<file path="src/rtl/dm_arbiter.sv">
// Two-master (CPU / DMA) arbiter in front of the word-addressed data memory.
// CPU has priority, bounded by a starvation counter and capped DMA lock bursts.

module dm_rd_port (
   input  logic        clk,
   input  logic        reset,
   input  logic        fire,
   input  logic [31:0] data,
   output logic        rvalid,
   output logic [31:0] rdata
);

   always_ff @(posedge clk or negedge reset) begin
      if (!reset) begin
         rvalid <= 1'b0;
         rdata  <= '0;
      end else begin
         rvalid <= fire;
         if (fire) rdata <= data;
      end
   end

endmodule

module dm_arbiter #(
   parameter int MAX_WAIT    = 4,
   parameter int BURST_MAX   = 8,
   parameter int DEPTH_WORDS = 4096
) (
   input  logic        clk,
   input  logic        reset,
   input  logic        c_req,
   input  logic [31:0] c_addr,
   input  logic [31:0] c_wdata,
   input  logic [3:0]  c_byteen,
   output logic        c_gnt,
   output logic        c_rvalid,
   output logic [31:0] c_rdata,
   input  logic        d_req,
   input  logic [31:0] d_addr,
   input  logic [31:0] d_wdata,
   input  logic [3:0]  d_byteen,
   input  logic        d_lock,
   output logic        d_gnt,
   output logic        d_rvalid,
   output logic [31:0] d_rdata,
   output logic [31:0] mem_addr,
   output logic [31:0] mem_wdata,
   output logic [3:0]  mem_byteen,
   input  logic [31:0] mem_rdata,
   output logic        err,
   output logic [1:0]  owner
);

   localparam int          NM        = 2;   // index 0 = CPU, 1 = DMA
   localparam logic [3:0]  WAIT_LIM  = 4'(MAX_WAIT);
   localparam logic [7:0]  BURST_LIM = 8'(BURST_MAX);
   localparam logic [31:0] DEPTH     = 32'(DEPTH_WORDS);

   typedef struct packed {
      logic        req;
      logic [31:0] addr;
      logic [31:0] wdata;
      logic [3:0]  byteen;
   } dm_req_t;

   typedef enum logic {NORM, BURST} state_t;

   state_t           state, state_nxt;
   logic [3:0]       wait_cnt, wait_nxt;
   logic [7:0]       burst_cnt, burst_nxt;
   dm_req_t [NM-1:0] rq;
   dm_req_t          g;
   logic [NM-1:0]    gnt;
   logic [NM-1:0]    rd_fire;
   logic [NM-1:0]    rvalid;
   logic [NM-1:0][31:0] rdata_q;
   logic             oor;
   logic [31:0]      rd_word;

   assign rq[0] = {c_req, c_addr, c_wdata, c_byteen};
   assign rq[1] = {d_req, d_addr, d_wdata, d_byteen};

   // Grants are gated by reset so the memory side goes idle the instant reset asserts.
   always_comb begin
      gnt = '0;
      if (reset) begin
         if (state == BURST)
            gnt[1] = rq[1].req;
         else if (rq[1].req && (wait_cnt == WAIT_LIM || !rq[0].req))
            gnt[1] = 1'b1;
         else
            gnt[0] = rq[0].req;
      end
   end

   assign c_gnt = gnt[0];
   assign d_gnt = gnt[1];

   always_comb begin
      g = '0;
      if (gnt[1])      g = rq[1];
      else if (gnt[0]) g = rq[0];
   end

   assign oor        = g.req && ((g.addr >> 2) >= DEPTH);
   assign mem_addr   = g.addr & 32'hFFFF_FFFC;
   assign mem_wdata  = g.wdata;
   assign mem_byteen = oor ? 4'h0 : g.byteen;
   assign rd_word    = oor ? 32'h0 : mem_rdata;

   genvar i;
   for (i = 0; i < NM; i++) begin : g_rd
      assign rd_fire[i] = gnt[i] && (rq[i].byteen == 4'h0);
      dm_rd_port u_rd (
         .clk    (clk),
         .reset  (reset),
         .fire   (rd_fire[i]),
         .data   (rd_word),
         .rvalid (rvalid[i]),
         .rdata  (rdata_q[i])
      );
   end

   assign c_rvalid = rvalid[0];
   assign c_rdata  = rdata_q[0];
   assign d_rvalid = rvalid[1];
   assign d_rdata  = rdata_q[1];

   always_comb begin
      state_nxt = state;
      wait_nxt  = wait_cnt;
      burst_nxt = burst_cnt;
      case (state)
         NORM: begin
            if (gnt[1] || !d_req)
               wait_nxt = '0;
            else if (wait_cnt != WAIT_LIM)
               wait_nxt = wait_cnt + 4'd1;
            if (gnt[1] && d_lock && (BURST_MAX > 1)) begin
               state_nxt = BURST;
               burst_nxt = 8'd1;
            end
         end
         BURST: begin
            // Leaving with wait_cnt cleared lets the CPU win right after a forced release.
            if (!d_req || !d_lock || (burst_cnt + 8'd1 == BURST_LIM)) begin
               state_nxt = NORM;
               wait_nxt  = '0;
               burst_nxt = '0;
            end else begin
               burst_nxt = burst_cnt + 8'd1;
            end
         end
         default: state_nxt = NORM;
      endcase
   end

   always_ff @(posedge clk or negedge reset) begin
      if (!reset) begin
         state     <= NORM;
         wait_cnt  <= '0;
         burst_cnt <= '0;
         err       <= 1'b0;
         owner     <= 2'b00;
      end else begin
         state     <= state_nxt;
         wait_cnt  <= wait_nxt;
         burst_cnt <= burst_nxt;
         err       <= oor;
         owner     <= {gnt[1], gnt[0]};
      end
   end

endmodule

</file>
<file path="config.mk">
export PLATFORM = sky130hd
export DESIGN_NAME = dm_arbiter
export DESIGN_NICKNAME = d
export VERILOG_FILES = /design/src/rtl/dm_arbiter.sv
export SDC_FILE = /design/constraint.sdc
export NUM_CORES = 1
export LEC_CHECK = 0
export BUFFER_PORTS_ARGS = -buffer_cell sky130_fd_sc_hd__buf_4
export CAP_MARGIN = 20
export CORE_AREA = 3 3 121 123
export CTS_CLUSTER_DIAMETER = 100
export DETAILED_ROUTE_END_ITERATION = 8
export DIE_AREA = 0 0 124 126
export PLACE_DENSITY_LB_ADDON = 0.25
export RECOVER_POWER = 25
export SLEW_MARGIN = 25
export SYNTH_ARGS = -nofsm -noshare
export SYNTH_HDL_FRONTEND = slang
export SYNTH_SLANG_ARGS = --single-unit
</file>
<file path="constraint.sdc">
create_clock -name clk -period 2.5 [get_ports clk]
set_input_delay 0.5 -clock clk [delete_from_list [all_inputs] [get_ports clk]]
set_output_delay 0.5 -clock clk [all_outputs]
set_load 0.02 [all_outputs]
</file>
Word level (Yosys, flattened, before mapping)
Index checks and enable logic that the tools add are counted.

Add/subtract/negate cells: 2. $lt $le $gt $ge: 1. Equal/unequal tests: 6. Muxes and demuxes: 19. Bitwise gates (word level): 1. Reductions and logical operators: 15.

Operator list (number): 69-bit 2-to-1 mux (2); 32-bit 2-to-1 mux (1); 30-bit by 13-bit >= comparator with 1-bit output, second input constant (1); 4-bit 2-to-1 mux (4); 8-bit 2-to-1 mux (2); 8-bit case mux with 2 select lines (1); 8-bit by 1-bit adder with 8-bit output, second input constant (1); 8-bit by 4-bit == test with 1-bit output, second input constant (1); 4-bit logical NOT (2); 4-bit case mux with 2 select lines (1); 1-bit 2-to-1 mux (6); 1-bit logical AND (5); 4-bit by 1-bit adder with 4-bit output, second input constant (1); 4-bit by 3-bit == test with 1-bit output, second input constant (1); 1-bit logical OR (4); 4-bit by 3-bit inequality test with 1-bit output, second input constant (1); 1-bit logical NOT (3); 3-bit inequality test, second input constant (1); 2-bit 2-to-1 mux (1); 2-bit by 1-bit inequality test with 1-bit output, second input constant (1); 2-bit inequality test, second input constant (1); 1-bit case mux with 2 select lines (1); 2-bit AND reduction (1); 1-bit NOT (1).

Bits in registers: 82. Bits of input ports: 173. Output and inout bits: 139. Word-level logic and storage cells: 53.

Depth between registers and ports, before layout
Depth after elaboration: 11. Depth in mapped cells: 9. Depth with buffers taken out: 8.

Hierarchy
Synthesis repeated with hierarchy kept, for this count alone.

Cells, all modules: 387. Area, all modules: 4713.3 µm².

Modules (own cells, without submodules): dm_rd_port (instances 2, cells an instance 69, area an instance 1370.1 µm², sequential area each 825.8 µm²); dm_arbiter (instances 1, cells an instance 249, area an instance 1973.1 µm², sequential area each 400.4 µm²).

Worst setup path after synthesis
No wires, ideal clock.

Path kind: reg-to-output. From: register wait_cnt[0]. To: output mem_addr[11]. Data arrival time: 1.888 ns. Data required time: 2.000 ns. Path slack: 0.112 ns. Cell stages (with the launch flop): 9. Path buffers: 1. Cell sequence: dfrtp_1 > inv_1 > ha_1 > and3b_4 > a21oi_1 > nand2_1 > clkinv_1 > clkbuf_1 > a22o_1.

Word-level cells in the longest chain between the ends: 8. Elaborated cells on any way between the ends: 10. Those cells by class: eq/ne: 1; mux: 7; reduce/logical: 2.

RTL lines: start, declared (line 70) `logic [3:0] wait_cnt, wait_nxt;`; start signal, assigned (line 168) `wait_cnt <= wait_nxt;`; 4-bit by 3-bit == test with 1-bit output (line 90) `else if (rq[1].req && (wait_cnt == WAIT_LIM || !rq[0].req))`; 1-bit logical OR (line 90); 1-bit logical AND (line 90); 1-bit 2-to-1 mux (line 90); 1-bit 2-to-1 mux (line 88) `if (state == BURST)`; 2-bit 2-to-1 mux (line 87) `if (reset) begin`; via c_gnt (line 36) `output logic c_gnt,`; 69-bit 2-to-1 mux (line 103) `else if (gnt[0]) g = rq[0];`; 69-bit 2-to-1 mux (line 102) `if (gnt[1]) g = rq[1];`; end, declared (line 47) `output logic [31:0] mem_addr,`.

The timed path passes the listed nets, and every way through them passes these cells.

Final worst setup path
From: register wait_cnt[0]. To: output mem_byteen[2].

Word-level cells in the longest chain between the ends: 11. Elaborated cells on any way between the ends: 13. Those cells by class: order compare: 1; eq/ne: 1; mux: 8; reduce/logical: 3.

RTL lines: 4-bit by 3-bit == test with 1-bit output * (line 90); 1-bit logical OR * (line 90); 1-bit logical AND * (line 90); 1-bit 2-to-1 mux (line 90); 1-bit 2-to-1 mux (line 88); 2-bit 2-to-1 mux * (line 87); 69-bit 2-to-1 mux (line 103); 69-bit 2-to-1 mux * (line 102); 30-bit by 13-bit >= comparator with 1-bit output (line 106) `assign oor = g.req && ((g.addr >> 2) >= DEPTH);`; 1-bit logical AND (line 106); 4-bit 2-to-1 mux * (line 109) `assign mem_byteen = oor ? 4'h0 : g.byteen;`; end, declared (line 49) `output logic [3:0] mem_byteen,`.

Mark *: on every way between the ends. The rest lies on a longest branch, timed or not.

==> key figures <==
Outcome
  • Failing checks: setup timing
  • Status: complete, but fails checks

Finish
  • Ratio of cells with drive above 1 in the final layout: 0.570
  • # nets final: 861
  • Fill cells: 1273
  • Post-layout instance area: 0.00726 mm2
  • # diodes: 0
  • Non-filler instance count after layout: 870
  • Area Overhead vs Synth: 79.5%

Timing
  • Setup TNS Final: -1.96 ns
  • Final hold violations: 0
  • Fmax: 388 MHz
  • Layout Skew: approximately 0.0042 ns
  • Final period util: 1.03
  • Unrepaired setup endpoints after global routing: true
  • Setup violations, final: 59
  • Worst slew pin tran: 0.828 ns
  • Max-slew headroom: 0.448
  • Setup slack after layout: -0.0805 ns
  • Final Max Slew Viols: 0
  • Post-route minimum period: 2.58 ns

Synth
  • Syn Inst Count: 359
  • Avg Cell Area, Syn: 11.3 um2
  • YS warnings: 0
  • Mapped cell area: 0.00404 mm2
  • Top-count cell post-synth: a22o_1
  • Synth top area share: 0.507
  • Top FF cell, synth: dfrtp_1
  • Synth cell count leaders: 119 x a22o_1, 82 x dfrtp_1, 18 x a22oi_1, 18 x clkbuf_1
  • EDFF count, synth: 0
  • Sequential area share after synthesis: 0.507
  • FF+latch count, synth: 82
  • Synth area leader: dfrtp_1
  • Library cells used by synthesis: 37
  • Largest cells by area after synthesis: dfrtp_1 51%, a22o_1 26%, a22oi_1 3.3%, nor2b_1 2.2%, clkbuf_1 1.7%
  • Ys async rst share: 1.00

CTS
  • Htree depth: 3
  • CTS clk-pin slew, worst paths: 0.06 ns
  • Max Root-Sink Buffers: 2
  • CTS Root Cell: clkbuf_16
  • Clock latency on the worst-skew pair: 0.33 ns
  • CTS sink count: 82
  • Total CTS buffers: 9
  • CTS tree: yes
  • Cts hold-fix bufs: 0

Worst setup path
  • WS Path Type: reg2out
  • Worst setup EP type: primary output
  • Crit-path cells: inv_2 > ha_4 > and3b_4 > a21oi_4 > buf_6 > a22oi_2 > nand3_2 > nor2_1 > buf_4
  • Critical path data arrival time: approximately 2.1 ns
  • CP max stage delay: 0.41 ns
  • Slowest CP cell: dfrtp_1
  • CP max FO: 5
  • WP buf/inv: 3
  • CP top delay family: simple AND/OR/NAND/NOR gates
  • Worst r2r src: wait_cnt[0]
  • Critical path launch point type: register
  • Critical Path RT: 2.00 ns
  • Worst Setup SP: wait_cnt[0]

Place
  • Port buffer count: 305
  • DP Worst Slack: 0.0557 ns
  • Area after DPL: 0.00661 mm2
  • Post-detail-place hpwl: 12900 um
  • GP Congestion: 0.832
  • Placed cells: 833

Min path
  • Worst min path class: in2async

Job
  • Max-cap violations: 0

Floorplan
  • Core area: 0.0138 mm2
  • FP Rows: 43
  • Die ar.: ~0.016 mm2
  • Ports: 312
  • Initial Util: 0.294
  • Die X: 124 um
  • Die H: 126 um

Pwr
  • Highest ir drop seen on vdd: 305 uV
  • Pwr/cell area: ~470 mW/mm2
  • Leakage: 3.78 nW
  • Tot Pwr: roughly 3.4 mW

Detailed routing
  • Via density: 5.13
  • Final WL: 17300 um
  • Router iterations before antenna repair: 4
  • Routed via count: 4464
  • Drt initial violations: 295
  • Avg WL per Cell: 19.9 um
  • # DRC: 0
  • Post-DRT Antenna Nets: 0

GRT
  • First-pass GRT wire length: 25300 um
  • Gr ovfl total: 0
  • Vias in the first global route: 4520
  • Initial antenna violation count: 1
  • GRT Total Usage: 0.210
  • Largest net degree at the start of global routing: 67
==> cells by family (layout without fill, tap and decap cells) <==
family	Yosys count	after routing	synth area share
adder cells (fa/ha/maj)	3	3	0.00928
AND/OR/NAND/NOR	71	71	0.0990
other	1	2	0.000927
multiplexers	2	2	0.00526
flip-flops	82	82	0.507
AO/OA/AOI/OAI	160	160	0.325
buffers and inverters	37	367	0.0470
XOR/XNOR	3	3	0.00650
==> worst reg2reg max path, stage by stage (launching register included) <==
cell	delay (ns)
dfrtp_1	0.39
inv_2	0.08
buf_6	0.11
buf_4	0.12
buf_4	0.12
buf_4	0.12
buf_4	0.12
buf_4	0.12
buf_4	0.12
buf_6	0.10
buf_6	0.10
buf_6	0.10
buf_6	0.10
buf_4	0.12
buf_4	0.12
buf_4	0.12
mux2_4	0.29
==> what timing repair did <==
action,in CTS,in global routing
setup buffers,18,3
pin swaps,12,6
endpoints found under the setup margin,66,67
resized for setup,27,18
cloned,1,0
==> metrics by stage <==
step                       util  hold slack, ns
after detailed placement  0.480           0.492
after CTS                 0.521           0.233
after global placement    0.480           0.490
final                     0.527           0.243
after floorplan               -           0.204
after global routing      0.527           0.256
==> placed cells by master (no fill, tap or decap), drive strengths merged, types with 2 or more instances in the layout <==
| cell type | count |
|---|---|
| a21o | 2 |
| a21oi | 9 |
| a22o | 119 |
| a22oi | 18 |
| buf | 345 |
| clkbuf | 9 |
| clkinv | 3 |
| conb | 2 |
| dfrtp | 82 |
| ha | 3 |
| inv | 9 |
| nand2 | 14 |
| nand2b | 2 |
| nand3 | 8 |
| nand3b | 3 |
| nor2 | 8 |
| nor2b | 14 |
| nor3 | 7 |
| nor4 | 9 |
| o21a | 2 |
| o21ai | 7 |
| or2 | 2 |
| xnor2 | 2 |
==> final timing paths <==
check | endpoint | slack (ns) | cells after the start
max reg2reg | wait_cnt[0] | 0.04 | 16
max in group asynchronous | g_rd[1].u_rd.rdata[1] | 1.11 | 3
max | mem_byteen[2] | -0.08 | 9
min in group clk | g_rd[0].u_rd.rdata[4] | 0.39 | 2
min reg2reg | g_rd[1].u_rd.rdata[13] | 0.50 | 1
min | wait_cnt[3] | 0.24 | 2
==> cell type report <==
cell class	count	area [um2]	area share
Multi-Input combinational cell	241	1940	0.267
Clock buffer	9	225	0.0310
Clock inverter	7	58.8	0.00810
Inverter	6	27.5	0.00379
Tap cell	180	225	0.0310
Timing Repair Buffer	345	2730	0.376
Sequential cell	82	2050	0.283
==> sequential cells by signal, summed over array words and instances, names as in the netlist <==
| register | flops |
|---|---|
| burst_cnt | 8 |
| err | 1 |
| g_rd.u_rd.rdata | 64 |
| g_rd.u_rd.rvalid | 2 |
| owner | 2 |
| state | 1 |
| wait_cnt | 4 |
==> layer usage <==
metal	global-route usage	part of all wire
met5	0	0.00058
met4	0.0567	0.017
met3	0.0727	0.10
met2	0.354	0.50
met1	0.255	0.38
==> power by group <==
part	internal [mW]	switching, mW
logic	0.412	0.362
registers	1.34	0.0114
clock network	0.690	0.570
total	2.44	0.943
Power figures use the tool's default switching activity.
